### config.mk
export PLATFORM = sky130hd
export DESIGN_NAME = fifo_rom_lookup_pipe_flat
export DESIGN_NICKNAME = d
export VERILOG_FILES = /design/src/rtl/fifo_rom_lookup_pipe_pkg.sv /design/src/rtl/fifo_rom_lookup_pipe_if.sv /design/src/rtl/fifo_rom_lookup_pipe_sync_fifo.sv /design/src/rtl/fifo_rom_lookup_pipe.sv /design/src/flat_wrapper.sv
export SDC_FILE = /design/constraint.sdc
export NUM_CORES = 1
export LEC_CHECK = 0
export ABC_CLOCK_PERIOD_IN_PS = 4900
export BUFFER_PORTS_ARGS = -buffer_cell sky130_fd_sc_hd__buf_2
export CORE_MARGIN = 3
export CORE_UTILIZATION = 30
export DETAILED_ROUTE_END_ITERATION = 12
export SYNTH_ARGS = -nofsm -noshare
export SYNTH_HDL_FRONTEND = slang
export SYNTH_HIERARCHICAL = 1
export SYNTH_SLANG_ARGS = --single-unit
### constraint.sdc
create_clock -name clk -period 4.9 [get_ports clk]
set_input_delay 0.245 -clock clk [delete_from_list [all_inputs] [get_ports clk]]
set_output_delay 0.245 -clock clk [all_outputs]
set_load 0.005 [all_outputs]
### src/rtl/fifo_rom_lookup_pipe_pkg.sv
// Shared defaults and FIFO word field layout for the pipelined FIFO-to-ROM lookup block.
// A FIFO word is {tag, index}, with the index in the low bits.
package fifo_rom_lookup_pipe_pkg;

  localparam int DEF_TAG_W = 4;
  localparam int DEF_IDX_W = 8;
  localparam int DEF_AW    = 8;
  localparam int DEF_DW    = 32;
  localparam int DEF_DEPTH = 4;
  localparam int DEF_CNT_W = 16;

  localparam int IDX_LSB = 0;

  function automatic int idx_msb(int idx_w);
    return idx_w - 1;
  endfunction

  function automatic int tag_lsb(int idx_w);
    return idx_w;
  endfunction

  function automatic int tag_msb(int tag_w, int idx_w);
    return tag_w + idx_w - 1;
  endfunction

endpackage

### src/rtl/fifo_rom_lookup_pipe_if.sv
// Bus bundle for the lookup pipe: index FIFO side, ROM side, result stream and status.
// The slave modport is the lookup block; the master modport is its environment.
interface fifo_rom_lookup_pipe_if
  import fifo_rom_lookup_pipe_pkg::*;
#(
  parameter int TAG_W = DEF_TAG_W,
  parameter int IDX_W = DEF_IDX_W,
  parameter int AW    = DEF_AW,
  parameter int DW    = DEF_DW,
  parameter int CNT_W = DEF_CNT_W
);

  logic                   enable;
  logic                   fifo_empty;
  logic [TAG_W+IDX_W-1:0] fifo_data;
  logic                   fifo_rd_en;
  logic [AW-1:0]          base_addr;
  logic [AW-1:0]          rom_addr;
  logic                   rom_ce;
  logic [DW-1:0]          rom_data;
  logic                   rom_data_valid;
  logic                   result_valid;
  logic                   result_ready;
  logic [TAG_W+DW-1:0]    result;
  logic                   busy;
  logic                   order_err;
  logic [CNT_W-1:0]       lookup_cnt;

  modport slave (
    input  enable, fifo_empty, fifo_data, base_addr, rom_data, rom_data_valid, result_ready,
    output fifo_rd_en, rom_addr, rom_ce, result_valid, result, busy, order_err, lookup_cnt
  );

  modport master (
    output enable, fifo_empty, fifo_data, base_addr, rom_data, rom_data_valid, result_ready,
    input  fifo_rd_en, rom_addr, rom_ce, result_valid, result, busy, order_err, lookup_cnt
  );

endinterface

### src/rtl/fifo_rom_lookup_pipe_sync_fifo.sv
// Parametrised synchronous FIFO with first-word-fall-through read data.
// Push on full is accepted only together with a pop; pop on empty is ignored.
module lookup_sync_fifo #(
  parameter int W     = 8,
  parameter int DEPTH = 4
) (
  input  logic         clk,
  input  logic         rst,
  input  logic         push,
  input  logic [W-1:0] push_data,
  input  logic         pop,
  output logic [W-1:0] pop_data,
  output logic         full,
  output logic         empty
);

  localparam int PW = $clog2(DEPTH);
  localparam int CW = $clog2(DEPTH + 1);

  logic [W-1:0]  mem_q [DEPTH];
  logic [PW-1:0] wr_ptr_q, wr_ptr_d;
  logic [PW-1:0] rd_ptr_q, rd_ptr_d;
  logic [CW-1:0] count_q, count_d;
  logic          do_push, do_pop;

  assign empty    = (count_q == '0);
  assign full     = (count_q == CW'(DEPTH));
  assign pop_data = mem_q[rd_ptr_q];
  assign do_pop   = pop && !empty;
  assign do_push  = push && (!full || do_pop);

  always_comb begin
    // NOTE: every always_comb output gets a default first, so no path can infer a latch.
    wr_ptr_d = wr_ptr_q;
    rd_ptr_d = rd_ptr_q;
    count_d  = count_q;
    if (do_push) wr_ptr_d = wr_ptr_q + PW'(1);
    if (do_pop)  rd_ptr_d = rd_ptr_q + PW'(1);
    unique case ({do_push, do_pop})
      2'b10:   count_d = count_q + CW'(1);
      2'b01:   count_d = count_q - CW'(1);
      default: count_d = count_q;
    endcase
  end

  always_ff @(posedge clk or posedge rst) begin
    // NOTE: sequential state uses non-blocking assignments so every flop samples pre-edge values.
    if (rst) begin
      wr_ptr_q <= '0;
      rd_ptr_q <= '0;
      count_q  <= '0;
    end else begin
      wr_ptr_q <= wr_ptr_d;
      rd_ptr_q <= rd_ptr_d;
      count_q  <= count_d;
    end
  end

  // NOTE: storage is deliberately not reset; the pointers and count alone define which entries are valid.
  always_ff @(posedge clk) begin
    if (do_push) mem_q[wr_ptr_q] <= push_data;
  end

endmodule

### src/rtl/fifo_rom_lookup_pipe.sv
// Pipelined FIFO-to-ROM reader: one lookup issued per cycle, up to DEPTH outstanding,
// results returned in issue order as {tag, rom_data} on a valid/ready stream.
module fifo_rom_lookup_pipe
  import fifo_rom_lookup_pipe_pkg::*;
#(
  parameter int TAG_W = DEF_TAG_W,
  parameter int IDX_W = DEF_IDX_W,
  parameter int AW    = DEF_AW,
  parameter int DW    = DEF_DW,
  parameter int DEPTH = DEF_DEPTH,
  parameter int CNT_W = DEF_CNT_W
) (
  input logic                   clk,
  input logic                   rst,
  fifo_rom_lookup_pipe_if.slave bus
);

  localparam int RW    = TAG_W + DW;
  localparam int CRW   = $clog2(DEPTH + 1);
  localparam int I_MSB = idx_msb(IDX_W);
  localparam int T_LSB = tag_lsb(IDX_W);
  localparam int T_MSB = tag_msb(TAG_W, IDX_W);

  logic [IDX_W-1:0] idx;
  logic [TAG_W-1:0] tag;
  logic             issue, handshake;

  logic             rom_ce_q, rom_ce_d;
  logic [AW-1:0]    rom_addr_q, rom_addr_d;
  logic [CRW-1:0]   credit_q, credit_d;
  logic             order_err_q, order_err_d;
  logic [CNT_W-1:0] lookup_cnt_q, lookup_cnt_d;

  logic [TAG_W-1:0] tq_head;
  logic             tq_full, tq_empty, tq_pop;
  logic [RW-1:0]    rb_head;
  logic             rb_full, rb_empty, rb_push;

  assign idx = bus.fifo_data[I_MSB:IDX_LSB];
  assign tag = bus.fifo_data[T_MSB:T_LSB];

  // Credit counts free slots across ROM-in-flight and the result buffer together.
  assign issue     = bus.enable && !bus.fifo_empty && (credit_q != '0);
  assign handshake = !rb_empty && bus.result_ready;
  assign tq_pop    = bus.rom_data_valid && !tq_empty;
  assign rb_push   = tq_pop;

  always_comb begin
    rom_ce_d     = issue;
    rom_addr_d   = issue ? (bus.base_addr + AW'(idx)) : rom_addr_q;
    order_err_d  = order_err_q || (bus.rom_data_valid && tq_empty);
    lookup_cnt_d = lookup_cnt_q + CNT_W'(handshake);
    unique case ({issue, handshake})
      2'b10:   credit_d = credit_q - CRW'(1);
      2'b01:   credit_d = credit_q + CRW'(1);
      default: credit_d = credit_q;
    endcase
  end

  always_ff @(posedge clk or posedge rst) begin
    if (rst) begin
      rom_ce_q     <= 1'b0;
      rom_addr_q   <= '0;
      credit_q     <= CRW'(DEPTH);
      order_err_q  <= 1'b0;
      lookup_cnt_q <= '0;
    end else begin
      rom_ce_q     <= rom_ce_d;
      rom_addr_q   <= rom_addr_d;
      credit_q     <= credit_d;
      order_err_q  <= order_err_d;
      lookup_cnt_q <= lookup_cnt_d;
    end
  end

  lookup_sync_fifo #(.W(TAG_W), .DEPTH(DEPTH)) u_tag_q (
    .clk       (clk),
    .rst       (rst),
    .push      (issue),
    .push_data (tag),
    .pop       (tq_pop),
    .pop_data  (tq_head),
    .full      (tq_full),
    .empty     (tq_empty)
  );

  lookup_sync_fifo #(.W(RW), .DEPTH(DEPTH)) u_result_buf (
    .clk       (clk),
    .rst       (rst),
    .push      (rb_push),
    .push_data ({tq_head, bus.rom_data}),
    .pop       (handshake),
    .pop_data  (rb_head),
    .full      (rb_full),
    .empty     (rb_empty)
  );

  assign bus.fifo_rd_en   = issue;
  assign bus.rom_ce       = rom_ce_q;
  assign bus.rom_addr     = rom_addr_q;
  assign bus.result_valid = !rb_empty;
  assign bus.result       = rb_empty ? '0 : rb_head;
  assign bus.busy         = (credit_q != CRW'(DEPTH));
  assign bus.order_err    = order_err_q;
  assign bus.lookup_cnt   = lookup_cnt_q;

  // The credit scheme guarantees neither queue is ever pushed while full without a matching pop.
  a_tq_no_overflow : assert property (@(posedge clk) disable iff (rst) !(issue && tq_full));
  a_rb_no_overflow : assert property (@(posedge clk) disable iff (rst)
                                      !(rb_push && rb_full && !handshake));

endmodule
### src/flat_wrapper.sv
// flat-port wrapper written by rule: the top's interface ports become plain ports
module fifo_rom_lookup_pipe_flat import fifo_rom_lookup_pipe_pkg::*;
#(
  parameter int TAG_W = DEF_TAG_W,
  parameter int IDX_W = DEF_IDX_W,
  parameter int AW    = DEF_AW,
  parameter int DW    = DEF_DW,
  parameter int DEPTH = DEF_DEPTH,
  parameter int CNT_W = DEF_CNT_W
)
  (clk, rst, bus_enable, bus_fifo_empty, bus_fifo_data, bus_base_addr, bus_rom_data, bus_rom_data_valid, bus_result_ready, bus_fifo_rd_en, bus_rom_addr, bus_rom_ce, bus_result_valid, bus_result, bus_busy, bus_order_err, bus_lookup_cnt);
  fifo_rom_lookup_pipe_if #(.TAG_W(TAG_W), .IDX_W(IDX_W), .AW(AW), .DW(DW), .CNT_W(CNT_W)) bus_i ();
  input logic clk;
  input logic rst;
  input wire logic [$bits(bus_i.enable)-1:0] bus_enable;
  input wire logic [$bits(bus_i.fifo_empty)-1:0] bus_fifo_empty;
  input wire logic [$bits(bus_i.fifo_data)-1:0] bus_fifo_data;
  input wire logic [$bits(bus_i.base_addr)-1:0] bus_base_addr;
  input wire logic [$bits(bus_i.rom_data)-1:0] bus_rom_data;
  input wire logic [$bits(bus_i.rom_data_valid)-1:0] bus_rom_data_valid;
  input wire logic [$bits(bus_i.result_ready)-1:0] bus_result_ready;
  output wire logic [$bits(bus_i.fifo_rd_en)-1:0] bus_fifo_rd_en;
  output wire logic [$bits(bus_i.rom_addr)-1:0] bus_rom_addr;
  output wire logic [$bits(bus_i.rom_ce)-1:0] bus_rom_ce;
  output wire logic [$bits(bus_i.result_valid)-1:0] bus_result_valid;
  output wire logic [$bits(bus_i.result)-1:0] bus_result;
  output wire logic [$bits(bus_i.busy)-1:0] bus_busy;
  output wire logic [$bits(bus_i.order_err)-1:0] bus_order_err;
  output wire logic [$bits(bus_i.lookup_cnt)-1:0] bus_lookup_cnt;
  assign bus_i.enable = bus_enable;
  assign bus_i.fifo_empty = bus_fifo_empty;
  assign bus_i.fifo_data = bus_fifo_data;
  assign bus_i.base_addr = bus_base_addr;
  assign bus_i.rom_data = bus_rom_data;
  assign bus_i.rom_data_valid = bus_rom_data_valid;
  assign bus_i.result_ready = bus_result_ready;
  assign bus_fifo_rd_en = bus_i.fifo_rd_en;
  assign bus_rom_addr = bus_i.rom_addr;
  assign bus_rom_ce = bus_i.rom_ce;
  assign bus_result_valid = bus_i.result_valid;
  assign bus_result = bus_i.result;
  assign bus_busy = bus_i.busy;
  assign bus_order_err = bus_i.order_err;
  assign bus_lookup_cnt = bus_i.lookup_cnt;
  fifo_rom_lookup_pipe #(.TAG_W(TAG_W), .IDX_W(IDX_W), .AW(AW), .DW(DW), .DEPTH(DEPTH), .CNT_W(CNT_W)) u_core (.clk(clk), .rst(rst), .bus(bus_i));
endmodule
==> results.md <==
- The run finished with clean final reports.
- The relative slew slack is ~33%.
- The count of buffers added on input and output ports is around 120.
- After synthesis the cells add up to about 0.0085 mm2.
- Detailed routing inserted a total of 4674 vias.
- Leaving out fill and tap cells, the most frequent cells in the layout are 160 x sky130_fd_sc_hd__edfxtp_1, 122 x sky130_fd_sc_hd__buf_2, 40 x sky130_fd_sc_hd__dfrtp_1, 40 x sky130_fd_sc_hd__mux4_2, 39 x sky130_fd_sc_hd__nor2b_1.
- The synthesized area divided by synthesized cell count is roughly 18 um2.
- The net count of the finished layout is between 700 and 800.
- Summed over all layers, the global routing overflow is 0.
- The CTS buffer count is 23.
- Dividing the detail-routed wire length by the instance count gives 16.1 um.
- During synthesis, Yosys emitted a total of 6 warnings.
- After clock tree synthesis, the setup repair step added 0 buffers.
- The standard-cell row count is 60.
- The via count of the first global-routing pass came to 4935.
- The tree built by TritonCTS fans out to just over 200 sinks.
- Of all nets on the critical path, the largest fanout is 20.
- The ratio of cells with drive above 1 in the final layout is between 30% and 40%.
- Setup violations remaining at the end of the flow were counted as 0.
- The detailed-route wire length is roughly 17 mm.
- The post-synthesis to final-layout area growth is 25.4%.
- Net switching is approximately 30% of the power.
- The die extent in y is roughly 170 um.
- On the final layout, the worst clock skew is a little under 0.008 ns.
- Traced cell by cell, the critical path runs through buf_4, mux4_2, nor2b_1, buf_2.
- The number of hold violations in the final report is 0.
- The time the worst path needs with I/O delays and setup is between 2 and 3 ns.
- Entering global routing, the biggest net connects 41 pins.
- The number of cells produced by synthesis is 480.
- Synthesis produced a netlist with a net count of approximately 560.
- The data arrival at the endpoint of the critical path is 2.67 ns.
- In this run the power density over the cells is 572 mW/mm2.
- For the worst-skew pair, the clock arrives at the later sink with an insertion delay of between 0.5 and 0.6 ns.
- STA classifies the critical path endpoint as an output pin.
- At the pin with the least slew margin, the transition time is 1.01 ns.
- The total global-route track usage is between 10% and 20%.
- The wire length of the first global-routing pass is between 20 and 30 mm.
- The I/O pin count is around 120.
- The required time reported for the critical path endpoint is roughly 4.7 ns.
- The share of total power in combinational logic is about 29%.
- In this run the number of H-tree levels came out at 1.
- The longest clock path from root to sink contains 3 buffers.
- Setup repair after global routing left no endpoint under its margin.
- From left edge to right edge, the die measures about 170 um.
- The share of the clock period used by the worst path after layout is between 50% and 60%.
- The accumulated negative setup slack is 0 ns.
- The largest single stage delay on the critical path is approximately 0.80 ns.
- The first-pass iteration count of the detailed router is 5.
- The hold buffer count at cts is 38.
- The number of violations of the max-capacitance limit is 0.
- TritonCTS built the clock tree.
- The part of the total power dissipated in sequential elements is between 40% and 50%.
- The antenna violation net count after detailed routing is 0.
- The detailed router finished its first iteration with 283 violations.
- Of the total power, the clock network draws between 20% and 30%.
- The worst ir drop on vdd is around 0.25 mV.
- The internal power is approximately 0.0043 W.
- The number of antenna violations at the first check in global routing is 0.
- The worst hold path belongs to the class input port to flop.
- The number of antenna repair diodes is 0.
- For this run, design rule violations remaining after detail routing come to 0.
- The analysis attributes to cell leakage a power of between 4 and 5 nW.
- The floorplan step defined a core boundary enclosing about 0.027 mm2.
- At the end of the flow the core is filled with cells to 38.8%.
- The switching power summed over all nets is around 0.0018 W.
- The achievable frequency is around 340 MHz.
- The overall die area is 0.0303 mm2.
- The final-report max-slew violation count came to 0.
- The largest individual stage delay along the critical path comes from the cell sky130_fd_sc_hd__dfrtp_2.
- The tree is rooted in a sky130_fd_sc_hd__clkbuf_16.
- The library cell used most frequently in the layout, excluding fill and tap cells, is sky130_fd_sc_hd__edfxtp_1.
- For this run, the number of standard cells in the final layout without fillers is approximately 1000.
- The number of placed instances, taps included, is a little under 1000.
- STA classifies the critical path startpoint as a flop.
- After detailed routing, the number of vias per cell comes to roughly 4.5.
- For this configuration, the core starts out at a cell density of between 30 and 40%.
- The HPWL reported at the end of detailed placement is about 11 mm.
- The clock transition time at the flip-flop clock pins of the worst setup and hold paths is about 0.060 ns.
- Once the clock tree was built, the resizer swapped 0 gates to a different size.
- The post-route worst hold slack is 0.0857 ns.
- The start-to-end type of the worst setup path is flop to output pin.
- Routability-driven placement finished with a final weighted congestion of about 0.75.
==> area by class of cell <==
cell class                 count  area [um2]
fill                        2556       16800
sequential                   203        5880
multi-input combinational    239        2440
timing repair buffer         164        1020
clock buffer                  32         629
tap                          372         465
clock inverter                10         118
inverter                      22        82.6
==> state kept, by name, summed over array words and instances (netlist names) <==
register and flops:
u_core/u_tag_q/wr_ptr_q 2, u_core/u_result_buf/rd_ptr_q 2, u_core/u_result_buf/count_q 3, u_core/u_result_buf/wr_ptr_q 2, u_core/u_tag_q/count_q 3, u_core/u_tag_q/mem_q 16
u_core/u_result_buf/mem_q 144, u_core/bus.rom_ce 1, u_core/bus.lookup_cnt 16, u_core/bus.order_err 1, u_core/credit_q 3, u_core/u_tag_q/rd_ptr_q 2
u_core/bus.rom_addr 8
==> power by group through the flow <==
stage / Combinational (W) / Clock, W / Sequential [W]
2_1_floorplan: 0.00129 / 0 / 0.00250
3_3_place_gp: 0.00178 / 0 / 0.00267
3_5_place_dp: 0.00181 / 0 / 0.00268
4_1_cts: 0.00183 / 0.00173 / 0.00265
5_1_grt: 0.00199 / 0.00180 / 0.00270
6_report: 0.00178 / 0.00167 / 0.00264
==> through the flow <==
step                instance area (um2)  worst slack, ns  power [W]
finish                            10600             1.99    0.00609
global route                      10600             1.76    0.00649
CTS                               10600             1.87    0.00621
detailed placement                 9520             2.12    0.00449
global placement                   9520             2.20    0.00445
floorplan                          8480             2.61    0.00378
==> worst paths after layout <==
path / from / slack [ns] / end / depth (start not counted)
max in group asynchronous: rst / 4.11 / u_core/credit_q[2]$_DFFE_PP1P_ / 4
hold reg to reg: u_core/bus.lookup_cnt[15]$_DFF_PP0_ / 0.47 / u_core/bus.lookup_cnt[15]$_DFF_PP0_ / 1
hold / removal: bus_base_addr[0] / 0.09 / u_core/bus.rom_addr[0]$_DFFE_PP0P_ / 4
setup / recovery: u_core/u_result_buf/rd_ptr_q[0]$_DFFE_PP0N_ / 1.99 / bus_result[16] / 4
setup reg to reg: u_core/credit_q[0]$_DFFE_PP0P_ / 2.18 / u_core/u_tag_q/count_q[2]$_DFFE_PP0P_ / 10
min in group asynchronous: rst / 0.20 / u_core/bus.rom_addr[7]$_DFFE_PP0P_ / 3
==> routing by layer <==
layer | track usage [%] | part of all wire [%]
met1 | 14.9 | 44
met2 | 18.1 | 46
met3 | 2.99 | 7.7
met4 | 2.55 | 2.1
met5 | 0 | 0
==> worst max-delay path, delay by kind of cell, from the launching register on <==
kind	cells	cell delay (ns)
flops	1	0.80
buf+inv	2	0.64
mux	1	0.56
simple gates	1	0.16
(Power assumes the default switching activity.)
